[src/rtl/plab4_net_router_output_ctrl_sep_pkg.sv]
// rtl/plab4_net_router_output_ctrl_sep_pkg.sv - shared constants for the router output-port controller
package plab4_net_router_output_ctrl_sep_pkg;

  // Crossbar select value driven when no input port owns the output
  localparam logic [1:0] XBAR_SEL_IDLE = 2'd3;

  // Input-port indices as seen by the crossbar
  localparam logic [1:0] PORT_P0 = 2'd0;
  localparam logic [1:0] PORT_P1 = 2'd1;
  localparam logic [1:0] PORT_P2 = 2'd2;

  // Security domains sharing the port in TDM mode
  localparam logic DOM_NORMAL = 1'b0;
  localparam logic DOM_SECURE = 1'b1;

  // Round-robin pointer after reset: port 0 first
  localparam logic [2:0] PRIO_RESET = 3'b001;

  // The port after the winner becomes highest priority
  function automatic logic [2:0] rotl3(input logic [2:0] v);
    return {v[1:0], v[2]};
  endfunction

endpackage

[src/rtl/plab4_net_router_output_ctrl_sep_rr_arbiter3.sv]
// rtl/plab4_net_router_output_ctrl_sep_rr_arbiter3.sv - combinational 3-way round-robin pick
module plab4_net_rr_arbiter3
  import plab4_net_router_output_ctrl_sep_pkg::*;
(
  input  logic [2:0] elig,
  input  logic [2:0] prio,
  output logic [2:0] grant,
  output logic [1:0] idx
);

  logic [1:0] order [3];
  logic       found;

  // Scan eligible ports circularly starting at the one-hot priority pointer
  always_comb begin
    grant = 3'b000;
    idx   = XBAR_SEL_IDLE;
    found = 1'b0;
    case (prio)
      3'b010: begin
        order[0] = PORT_P1;
        order[1] = PORT_P2;
        order[2] = PORT_P0;
      end
      3'b100: begin
        order[0] = PORT_P2;
        order[1] = PORT_P0;
        order[2] = PORT_P1;
      end
      default: begin
        order[0] = PORT_P0;
        order[1] = PORT_P1;
        order[2] = PORT_P2;
      end
    endcase
    for (int k = 0; k < 3; k++) begin
      if (!found && elig[order[k]]) begin
        found           = 1'b1;
        grant[order[k]] = 1'b1;
        idx             = order[k];
      end
    end
  end

endmodule

[src/rtl/plab4_net_router_output_ctrl_sep.sv]
// rtl/plab4_net_router_output_ctrl_sep.sv - per-output-port arbiter with optional TDM domain slots
module plab4_net_router_output_ctrl_sep
  import plab4_net_router_output_ctrl_sep_pkg::*;
#(
  parameter  int p_slot_cycles  = 8,
  parameter  int p_guard_cycles = 1,
  localparam int c_cnt_nbits    = $clog2(p_slot_cycles)
) (
  input  logic                   clk,
  input  logic                   reset,
  input  logic                   tdm_en,
  input  logic                   reqs_p0,
  input  logic                   reqs_p1,
  input  logic                   reqs_p2,
  input  logic                   req_domain_p0,
  input  logic                   req_domain_p1,
  input  logic                   req_domain_p2,
  input  logic                   out_rdy,
  output logic                   grants_p0,
  output logic                   grants_p1,
  output logic                   grants_p2,
  output logic                   out_val,
  output logic [1:0]             xbar_sel,
  output logic                   slot_domain,
  output logic [c_cnt_nbits-1:0] slot_cnt
);

  localparam logic [c_cnt_nbits-1:0] c_cnt_last    = c_cnt_nbits'(p_slot_cycles - 1);
  localparam logic [c_cnt_nbits-1:0] c_guard_start = c_cnt_nbits'(p_slot_cycles - p_guard_cycles);
  localparam logic                   c_has_guard   = (p_guard_cycles != 0);

  logic [2:0]             prio_q, prio_d;
  logic [c_cnt_nbits-1:0] slot_cnt_q, slot_cnt_d;
  logic                   slot_domain_q, slot_domain_d;

  logic [2:0] reqs;
  logic [2:0] doms;
  logic       guard;
  logic [2:0] elig;
  logic [2:0] arb_grant;
  logic [1:0] arb_idx;
  logic [2:0] grants;
  logic       val;

  assign reqs = {reqs_p2, reqs_p1, reqs_p0};
  assign doms = {req_domain_p2, req_domain_p1, req_domain_p0};

  // Eligibility: domain filter and end-of-slot guard apply only in TDM mode
  always_comb begin
    guard = tdm_en & c_has_guard & (slot_cnt_q >= c_guard_start);
    elig  = 3'b000;
    for (int i = 0; i < 3; i++) begin
      elig[i] = reqs[i] & (!tdm_en | (doms[i] == slot_domain_q)) & !guard & out_rdy;
    end
  end

  plab4_net_rr_arbiter3 u_arb (
    .elig  (elig),
    .prio  (prio_q),
    .grant (arb_grant),
    .idx   (arb_idx)
  );

  // Grants are masked during reset so a held reset never leaks a grant
  always_comb begin
    grants   = reset ? arb_grant : 3'b000;
    xbar_sel = reset ? arb_idx : XBAR_SEL_IDLE;
    val      = |grants;
  end

  // Next priority pointer and slot counter/domain
  always_comb begin
    prio_d        = val ? rotl3(grants) : prio_q;
    slot_cnt_d    = slot_cnt_q;
    slot_domain_d = slot_domain_q;
    if (!tdm_en) begin
      slot_cnt_d    = '0;
      slot_domain_d = DOM_NORMAL;
    end else if (slot_cnt_q == c_cnt_last) begin
      slot_cnt_d    = '0;
      slot_domain_d = (slot_domain_q == DOM_NORMAL) ? DOM_SECURE : DOM_NORMAL;
    end else begin
      slot_cnt_d    = slot_cnt_q + 1'b1;
    end
  end

  // State registers
  always_ff @(posedge clk or negedge reset) begin
    if (!reset) begin
      prio_q        <= PRIO_RESET;
      slot_cnt_q    <= '0;
      slot_domain_q <= DOM_NORMAL;
    end else begin
      prio_q        <= prio_d;
      slot_cnt_q    <= slot_cnt_d;
      slot_domain_q <= slot_domain_d;
    end
  end

  assign grants_p0   = grants[0];
  assign grants_p1   = grants[1];
  assign grants_p2   = grants[2];
  assign out_val     = val;
  assign slot_domain = slot_domain_q & tdm_en;
  assign slot_cnt    = slot_cnt_q;

endmodule

[config.mk]
export PLATFORM = sky130hd
export DESIGN_NAME = plab4_net_router_output_ctrl_sep
export DESIGN_NICKNAME = d
export VERILOG_FILES = /design/src/rtl/plab4_net_router_output_ctrl_sep_pkg.sv /design/src/rtl/plab4_net_router_output_ctrl_sep_rr_arbiter3.sv /design/src/rtl/plab4_net_router_output_ctrl_sep.sv
export SDC_FILE = /design/constraint.sdc
export NUM_CORES = 1
export LEC_CHECK = 0
export ABC_CLOCK_PERIOD_IN_PS = 2920
export CAP_MARGIN = 10
export CORE_MARGIN = 2
export CORE_UTILIZATION = 48
export DETAILED_ROUTE_END_ITERATION = 8
export GPL_ROUTABILITY_DRIVEN = 0
export GPL_TIMING_DRIVEN = 1
export PLACE_DENSITY = 0.78
export SLEW_MARGIN = 20
export SYNTH_ARGS = -nofsm -noshare
export SYNTH_HDL_FRONTEND = slang
export SYNTH_SLANG_ARGS = --single-unit
[constraint.sdc]
create_clock -name clk -period 2.92 [get_ports clk]
set_input_delay 0.292 -clock clk [delete_from_list [all_inputs] [get_ports clk]]
set_output_delay 0.292 -clock clk [all_outputs]
set_load 0.01 [all_outputs]
==> impl_metrics.json, run 1 <==
{
  "tightest_slew_ns": 0.405,
  "drv_cap": 0,
  "grt_use_total_pct": 30.2,
  "fin_tns_setup_ns": 0,
  "finalPower_uw": 860,
  "layout.nets": 165,
  "cts_root_buffer": "clkbuf_4",
  "finish.utilization_pct": 86.5,
  "ant_nets": 0,
  "grt_setup_unrepaired": "true",
  "drt_iter0_drc": 44,
  "power_density_nw_per_um2": 645,
  "yosysTopAreaCellShare_pct": 18.5,
  "ios": 20,
  "rrSetupSlack_ns": 0.41,
  "synth_edf_count": 0,
  "vias": 1077,
  "synth_top_area_cell": "dfrtp_1",
  "async_reset_ff_share_pct": 100,
  "top_usage_layer": "met2",
  "clk-insertion-delay-late_ns": 0.24,
  "fmax_ghz": 0.353,
  "grt_pass1_vias": 1000,
  "p_sw_uw": 368,
  "slowest_delay_ns": 0.38,
  "end_kind": "output port",
  "path_cells": "ha_2, ha_4, buf_6, nor2b_4, nand4_1, a22o_1, buf_6, or3_4, a21oi_2, o21a_1, buf_2",
  "synth_warnings": 0,
  "die-width_um": 45.1,
  "grt_max_degree": 16,
  "vdd_drop_max_mv": 0.659,
  "path_clk_slew_ns": 0.05,
  "htree_levels": 1,
  "hold_viol": 0,
  "reg2reg_depth": 15,
  "leakagePower_nw": 0.610,
  "fin_skew_ns": 0.00151,
  "die_area_um2": 2030,
  "setup_viol": 0,
  "syn_area_um2": 810,
  "internal_power_uw": 491,
  "routed_wirelength_um": 2840,
  "drt_pass1_iterations": 4,
  "dpl_worst_slack_ns": -0.142,
  "synthTopCellsByCount": "dfrtp_1 (6), nand2_1 (6), nor3_1 (6), o21ai_0 (6), inv_1 (5)",
  "ys_types": 46,
  "ys_seq_area_share_pct": 21.8,
  "worst_slack_ns": 0.0853,
  "synth_fp_nets": 112,
  "met1_usage_pct": 42.6,
  "n_antenna_cell": 0,
  "synthToLayoutAreaGrowth_pct": 64.8,
  "relSlewSlack_pct": 72.6,
  "cts_buffers": 3,
  "p_seq_share_pct": 21.0,
  "die_h_um": 45.1,
  "setup.worst_path.start_class": "register",
  "r2r-start": "slot_cnt[1]",
  "hold_buffers": 0,
  "clock_sinks": 7,
  "synth_seq_cells": 7,
  "grt_overflow_total": 0,
  "grtUsageMet3_pct": 1.60,
  "critPathArrivalTime_ns": 2.54,
  "finalCriticalPeriod_ns": 2.83,
  "drcViolationCount": 0,
  "worstHoldPathType": "primary input to async pin",
  "crit_type": "register to output port",
  "hold_ws_ns": 0.377,
  "clk_path_buf_depth": 2,
  "cp_common_cell": "buf_6",
  "critPathBufInv": 3,
  "grt_first_pass_wirelength_um": 4580,
  "core_um2": 1540,
  "drv_slew": 0,
  "dominantRegCellSynth": "dfrtp_1",
  "drt-vias-per-instance": 6.41,
  "io_buffers": 19,
  "start_util_pct": 52.5,
  "synthCells": 100,
  "status": "finished, final reports clean",
  "combPwrFrac_pct": 69.7,
  "cp_max_fo": 3,
  "layout-drive-gt1-share_pct": 37.5,
  "cp_slowest_cell": "dfrtp_1",
  "p_clk_share_pct": 9.3,
  "grtUsageMet2_pct": 50.0,
  "swShare_pct": 42.8,
  "cts_tree": "yes",
  "r2r_end": "prio_q[0]",
  "dp_hpwl_um": 1980,
  "finalCritPeriodShare_pct": 97.1,
  "cp.required_ns": 2.63,
  "ys_top_cells_by_area": "dfrtp_1 (19%), xnor2_1 (4.3%), nor3_1 (3.7%)",
  "antenna_found_initial": 0,
  "avgSynthCellArea_um2": 8.10,
  "avgRoutedWirePerCell_um": 16.9,
  "rows": 14,
  "critPathTopFamily": "simple AND/OR/NAND/NOR gates"
}
==> kinds of logic after synthesis <==
family                   share of synthesized area [%]
AO/OA/AOI/OAI                                     36.9
XOR/XNOR                                          7.42
adder cells (fa/ha/maj)                           3.09
buffers and inverters                             6.03
flip-flops                                        21.8
AND/OR/NAND/NOR                                   24.7
==> area by class of cell <==
cell class / instances / area, um2
Clock buffer: 4 / 26.3
Fill cell: 88 / 208
Inverter: 5 / 18.8
Multi-Input combinational cell: 83 / 646
Sequential cell: 7 / 179
Tap cell: 16 / 20.0
Timing Repair Buffer: 53 / 444
==> state kept, by name (all words and copies together) (netlist names) <==
name	cells
slot_domain_q	1
prio_q	3
slot_cnt	3
==> routing by layer <==
layer	wire length [um]	share of wire [%]
met4	116	4.1
met2	1350	48
met3	229	8.1
met5	0	0
met1	1140	40
==> power groups by stage <==
stage | sequential (mW) | combinational (mW) | clock [mW]
6_report | 0.181 | 0.599 | 0.0803
5_1_grt | 0.183 | 0.657 | 0.0872
4_1_cts | 0.174 | 0.557 | 0.0844
3_5_place_dp | 0.176 | 0.551 | 0
3_3_place_gp | 0.175 | 0.536 | 0
2_1_floorplan | 0.142 | 0.350 | 0
==> how the worst max path moves through the flow <==
stage | startpoint | to | depth (start not counted)
finish | slot_cnt[1] | grants_p2 | 11
global route | slot_cnt[1] | grants_p2 | 11
CTS | slot_cnt[0] | out_val | 10
detailed placement | slot_cnt[0] | grants_p0 | 9
global placement | slot_cnt[0] | grants_p0 | 9
floorplan | slot_cnt[0] | out_val | 9
==> through the flow <==
| stage | instance area (um2) | instances |
|---|---|---|
| finish | 1330 | 168 |
| global route | 1330 | 168 |
| CTS | 1280 | 167 |
| global placement | 1190 | 157 |
| detailed placement | 1190 | 157 |
| floorplan | 810 | 100 |
==> repair_timing <==
item,in CTS,in global routing
pin swaps,4,5
resized for setup,16,11
endpoints found under the setup margin,5,6
setup buffers,6,1
==> cells in the final DEF (no fill, tap or decap), drive strengths merged, types with 3 or more instances in the layout <==
cell type / instances
nor2b: 3
clkdlybuf4s50: 14
xnor2: 5
clkbuf: 4
o21a: 4
a21o: 4
dfrtp: 6
nand4: 3
a2bb2oi: 3
o21ai: 6
a21oi: 3
nor3: 6
buf: 35
nand2: 6
nor2: 4
inv: 5
dlygate4sd2: 3
(Power assumes the default switching activity.)
==> run 2, diff against run 1 <==
--- a/config.mk
+++ b/config.mk
@@ -8,11 +8,12 @@
 export ABC_CLOCK_PERIOD_IN_PS = 2920
 export CAP_MARGIN = 10
 export CORE_MARGIN = 2
-export CORE_UTILIZATION = 48
+export CORE_UTILIZATION = 53
 export DETAILED_ROUTE_END_ITERATION = 8
+export DONT_BUFFER_PORTS = 1
 export GPL_ROUTABILITY_DRIVEN = 0
 export GPL_TIMING_DRIVEN = 1
-export PLACE_DENSITY = 0.78
+export PLACE_DENSITY = 0.68
 export SLEW_MARGIN = 20
 export SYNTH_ARGS = -nofsm -noshare
 export SYNTH_HDL_FRONTEND = slang
==> impl_metrics.json, run 2 (synthesized netlist as in run 1, its figures left out) <==
{
  "grt_first_pass_wirelength_um": 3290,
  "vdd_drop_max_mv": 0.436,
  "hold_depth": 1,
  "cp_slowest_cell": "or4_4",
  "cp.required_ns": 2.63,
  "cp_max_fo": 4,
  "dpl_worst_slack_ns": 0.224,
  "die-width_um": 43.1,
  "synthToLayoutAreaGrowth_pct": 10.0,
  "path_clk_slew_ns": 0.05,
  "crit_type": "register to output port",
  "cts_tree": "yes",
  "reg2reg_depth": 9,
  "finalCritPeriodShare_pct": 96.9,
  "fillers": 141,
  "layout.nets": 115,
  "min_to": "slot_cnt[2]",
  "drt_iter0_drc": 41,
  "avgRoutedWirePerCell_um": 17.6,
  "slowest_delay_ns": 0.50,
  "status": "finished, final reports clean",
  "antenna_found_initial": 0,
  "fin_tns_setup_ns": 0,
  "n_antenna_cell": 0,
  "hold_ws_ns": 0.162,
  "end_kind": "output port",
  "io_buffers": 0,
  "hold_viol": 0,
  "r2r_end": "prio_q[1]",
  "drt_pass1_iterations": 5,
  "hp-start": "tdm_en",
  "grt_pass1_vias": 732,
  "layout_common_cells": "nor3_1 (6), nand2_1 (6), inv_1 (5), dfrtp_1 (5)",
  "worst_slack_ns": 0.0906,
  "fin_skew_ns": 0.00443,
  "setup_viol": 0,
  "critPathTopFamily": "compound AO/OA/AOI/OAI gates",
  "grt_max_degree": 16,
  "path_cells": "ha_1, ha_1, a31oi_4, o21ai_2, or4_4, o31a_1, a31o_4, nor2b_4, inv_1",
  "critPathBufInv": 1,
  "grt_overflow_total": 0,
  "finalCriticalPeriod_ns": 2.83,
  "routed_wirelength_um": 2080,
  "critPathArrivalTime_ns": 2.54,
  "rrSetupSlack_ns": 0.45,
  "cp_common_cell": "ha_1",
  "rows": 14,
  "postCtsSetupRepairBufs": 0,
  "clk-insertion-delay-late_ns": 0.26,
  "crit_cells": 9,
  "seqCellArea_um2": 178,
  "layout-drive-gt1-share_pct": 18.6,
  "ant_nets": 0,
  "drcViolationCount": 0,
  "power_density_nw_per_um2": 761,
  "die_h_um": 43.1,
  "multi_input_area_um2": 623,
  "grt_use_total_pct": 24.1,
  "finalPower_uw": 678,
  "ios": 20,
  "drt-vias-per-instance": 6.97,
  "core_um2": 1470,
  "leakagePower_nw": 0.386,
  "relSlewSlack_pct": 67.8,
  "vias": 823,
  "tightest_slew_ns": 0.482,
  "die_area_um2": 1860,
  "r2r-start": "slot_cnt[1]",
  "drv_cap": 0,
  "start_util_pct": 55.0,
  "setup.worst_path.start_class": "register",
  "cts_buffers": 3,
  "dp_hpwl_um": 1530,
  "fmax_ghz": 0.353,
  "clock_sinks": 7,
  "drv_slew": 0,
  "clk_path_buf_depth": 2,
  "worstHoldPathType": "primary input to register",
  "grt_setup_unrepaired": "false",
  "htree_levels": 1,
  "cts_root_buffer": "clkbuf_4"
}
run 2: through the flow:
stage	std cells	util [%]	cell area (um2)
3_3_place_gp	113	55.4	815
2_1_floorplan	100	-	810
3_5_place_dp	113	55.4	815
4_1_cts	118	58.2	857
6_report	118	60.5	891
5_1_grt	118	60.5	891
run 2: repair_timing:
action                                  CTS  global route
endpoints found under the hold margin     7             0
resized for setup                         3             7
hold buffers                              1             0
endpoints found under the setup margin    2             4
pin swaps                                 1             4
run 2: worst reg2reg max path, stage by stage, from the launching register on:
cell and delay (ns):
dfrtp_2 0.46, ha_1 0.20, ha_1 0.22, a31oi_4 0.19, o21ai_2 0.10, or4_4 0.50
o31a_1 0.14, a31o_4 0.26, nor2b_4 0.13, a21o_1 0.17
run 2: layout make-up:
cell class              instances  area share, %
multi-input cells              83           69.9
inverters                       5           2.11
well taps                      16           2.25
clock buffers                   4           2.95
flip-flops and latches          7           19.9
repair buffers                  3           2.81
run 2: power breakdown:
part           leakage, nW  total, mW  internal, mW  switching (mW)
sequential          0.0874      0.192         0.123          0.0694
combinational        0.284      0.396         0.187           0.209
clock               0.0150     0.0899        0.0523          0.0376
total                0.386      0.678         0.362           0.316
run 2: how the worst max path moves through the flow:
stage | from | to
after global placement | slot_cnt[1] | grants_p0
after floorplan | slot_cnt[0] | out_val
after CTS | slot_cnt[1] | grants_p2
final | slot_cnt[1] | out_val
after detailed placement | slot_cnt[1] | out_val
after global routing | slot_cnt[1] | out_val
run 2: layer usage:
layer / track usage [%] / up-vias / part of all wire [%]
met5: 0 / - / 0
met4: 11.5 / 0 / 1.7
met3: 6.38 / 5 / 9.5
met2: 35.8 / 43 / 45
met1: 31.9 / 380 / 43
li1: - / 395 / -
==> run 3, diff against run 2 <==
--- a/config.mk
+++ b/config.mk
@@ -5,9 +5,9 @@
 export SDC_FILE = /design/constraint.sdc
 export NUM_CORES = 1
 export LEC_CHECK = 0
+export ABC_AREA = 1
 export ABC_CLOCK_PERIOD_IN_PS = 2920
 export CAP_MARGIN = 10
-export CORE_MARGIN = 2
 export CORE_UTILIZATION = 53
 export DETAILED_ROUTE_END_ITERATION = 8
 export DONT_BUFFER_PORTS = 1
==> impl_metrics.json, run 3 <==
{
  "finalCriticalPeriod_ns": 2.63,
  "grt_max_degree": 9,
  "drt-vias-per-instance": 4.96,
  "ant_nets": 0,
  "dp_hpwl_um": 1050,
  "drv_cap": 0,
  "vdd_drop_max_mv": 0.351,
  "fin_tns_setup_ns": 0,
  "path_clk_slew_ns": 0.05,
  "worst_slack_ns": 0.294,
  "async_reset_ff_share_pct": 100,
  "status": "finished, final reports clean",
  "grt_pass1_vias": 570,
  "cts_root_buffer": "clkbuf_4",
  "routed_wirelength_um": 1340,
  "synth_warnings": 0,
  "ios": 20,
  "avgSynthCellArea_um2": 6.18,
  "cp_common_cell": "nand2_1",
  "ys_seq_area_share_pct": 24.2,
  "fin_skew_ns": 0.00402,
  "setup_viol": 0,
  "swShare_pct": 55.5,
  "cp_max_fo": 4,
  "rrSetupSlack_ns": 0.70,
  "finalPower_uw": 864,
  "combPwrFrac_pct": 72.1,
  "cts.repair.resized": 0,
  "rows": 13,
  "clk-insertion-delay-late_ns": 0.25,
  "avgRoutedWirePerCell_um": 9.80,
  "grt_first_pass_wirelength_um": 2100,
  "synthCells": 118,
  "drt_iter0_drc": 7,
  "power_density_nw_per_um2": 1110,
  "critPathArrivalTime_ns": 2.33,
  "cts_tree": "yes",
  "fmax_ghz": 0.381,
  "worstHoldPathType": "primary input to register",
  "ys_top_cells_by_area": "nand2_1 (26%), dfrtp_1 (21%), inv_1 (9.8%)",
  "die-width_um": 39.1,
  "die_area_um2": 1530,
  "crit_type": "register to output port",
  "n_antenna_cell": 0,
  "layout.nets": 135,
  "critPathBufInv": 2,
  "synth_edf_count": 0,
  "syn_area_um2": 729,
  "cp.required_ns": 2.63,
  "final_common_cell": "nand2_1",
  "htree_levels": 1,
  "cp_slowest_cell": "dfrtp_1",
  "drcViolationCount": 0,
  "hold_viol": 0,
  "layout-drive-gt1-share_pct": 18.0,
  "p_clk_share_pct": 10.0,
  "clk_path_buf_depth": 2,
  "dominantRegCellSynth": "dfrtp_1",
  "tightest_slew_ns": 0.411,
  "critPathTopFamily": "simple AND/OR/NAND/NOR gates",
  "finish.utilization_pct": 60.7,
  "yosysTopAreaCellShare_pct": 26.2,
  "synth_seq_cells": 7,
  "dpl_worst_slack_ns": 0.566,
  "vias": 680,
  "path_cells": "ha_1, ha_1, inv_1, nand2_1, nand2_1, nand3_1, nand2_1, nand2_1, inv_1, nand2_1, nand3_1, nand2_1, nand2_2, nand2_1",
  "leakagePower_nw": 0.479,
  "start_util_pct": 56.8,
  "drv_slew": 0,
  "synth_top_area_cell": "nand2_1",
  "relSlewSlack_pct": 72.5,
  "grt_overflow_total": 0,
  "layout_common_cells": "nand2_1 (51), inv_1 (19), nand3_1 (13), dfrtp_1 (6), nand2_2 (5)",
  "grt_use_total_pct": 20.6,
  "finalCritPeriodShare_pct": 89.9,
  "io_buffers": 0,
  "ys_types": 20,
  "p_sw_uw": 480,
  "synth.most_common_cell": "nand2_1",
  "antenna_found_initial": 0,
  "place_inst": 132,
  "end_kind": "output port",
  "p_seq_share_pct": 17.9,
  "core_um2": 1280,
  "instances_no_fill": 137,
  "drt_pass1_iterations": 4,
  "clock_sinks": 7,
  "internal_power_uw": 384,
  "synthTopCellsByCount": "nand2_1 (51), inv_1 (19), nand3_1 (13), dfrtp_1 (6), nand2_2 (5)",
  "grt_setup_unrepaired": "false",
  "die_h_um": 39.1,
  "cts_buffers": 3,
  "slowest_delay_ns": 0.44,
  "synthToLayoutAreaGrowth_pct": 6.86,
  "setup.worst_path.start_class": "register",
  "synth_fp_nets": 130
}
-- run 3: stage by stage --
step / area [um2] / hold slack, ns
2_1_floorplan: 729 / -0.00359
3_3_place_gp: 743 / -0.00339
3_5_place_dp: 743 / -0.00333
4_1_cts: 779 / 0.137
5_1_grt: 779 / 0.144
6_report: 779 / 0.143
-- run 3: what timing repair did --
| item | CTS | global route |
|---|---|---|
| buffers inserted | 0 | 0 |
| hold endpoints to repair | 7 | 0 |
| hold buffers | 1 | 0 |
-- run 3: worst paths after layout --
path,from,endpoint,cells past startpoint
max,slot_cnt[0],out_val,14
min reg2reg,prio_q[1],prio_q[1],2
min,tdm_en,slot_cnt[2],2
min in group asynchronous,reset,slot_cnt[0],1
max in group asynchronous,reset,prio_q[0],1
max reg2reg,slot_cnt[0],prio_q[1],16
-- run 3: cell type report --
cell class / instances / area (um2)
clock buffers: 4 / 26.3
fillers: 148 / 505
inverters: 22 / 82.6
multi-input cells: 88 / 465
flip-flops and latches: 7 / 176
well taps: 15 / 18.8
repair buffers: 1 / 10.0
-- run 3: metal layers --
layer	wire length [um]	vias to the layer above	GRT usage (%)
met5	0	-	0
met1	641	296	25.2
met4	0	0	5.17
met2	640	14	33.8
met3	62	0	7.51
li1	-	370	-
-- run 3: power groups by stage --
stage	Clock, mW	Combinational [mW]	Sequential, mW
after floorplan	0	0.542	0.153
after global placement	0	0.615	0.155
after detailed placement	0	0.618	0.156
after CTS	0.0896	0.623	0.155
after global routing	0.0974	0.713	0.157
final	0.0868	0.623	0.154
-- run 3: kinds of logic after synthesis --
family	Yosys count	share of synthesized area, %
simple gates	84	56.8
buf+inv	23	12.0
flops	7	24.2
compound gates	2	3.60
fa+ha+maj	2	3.43
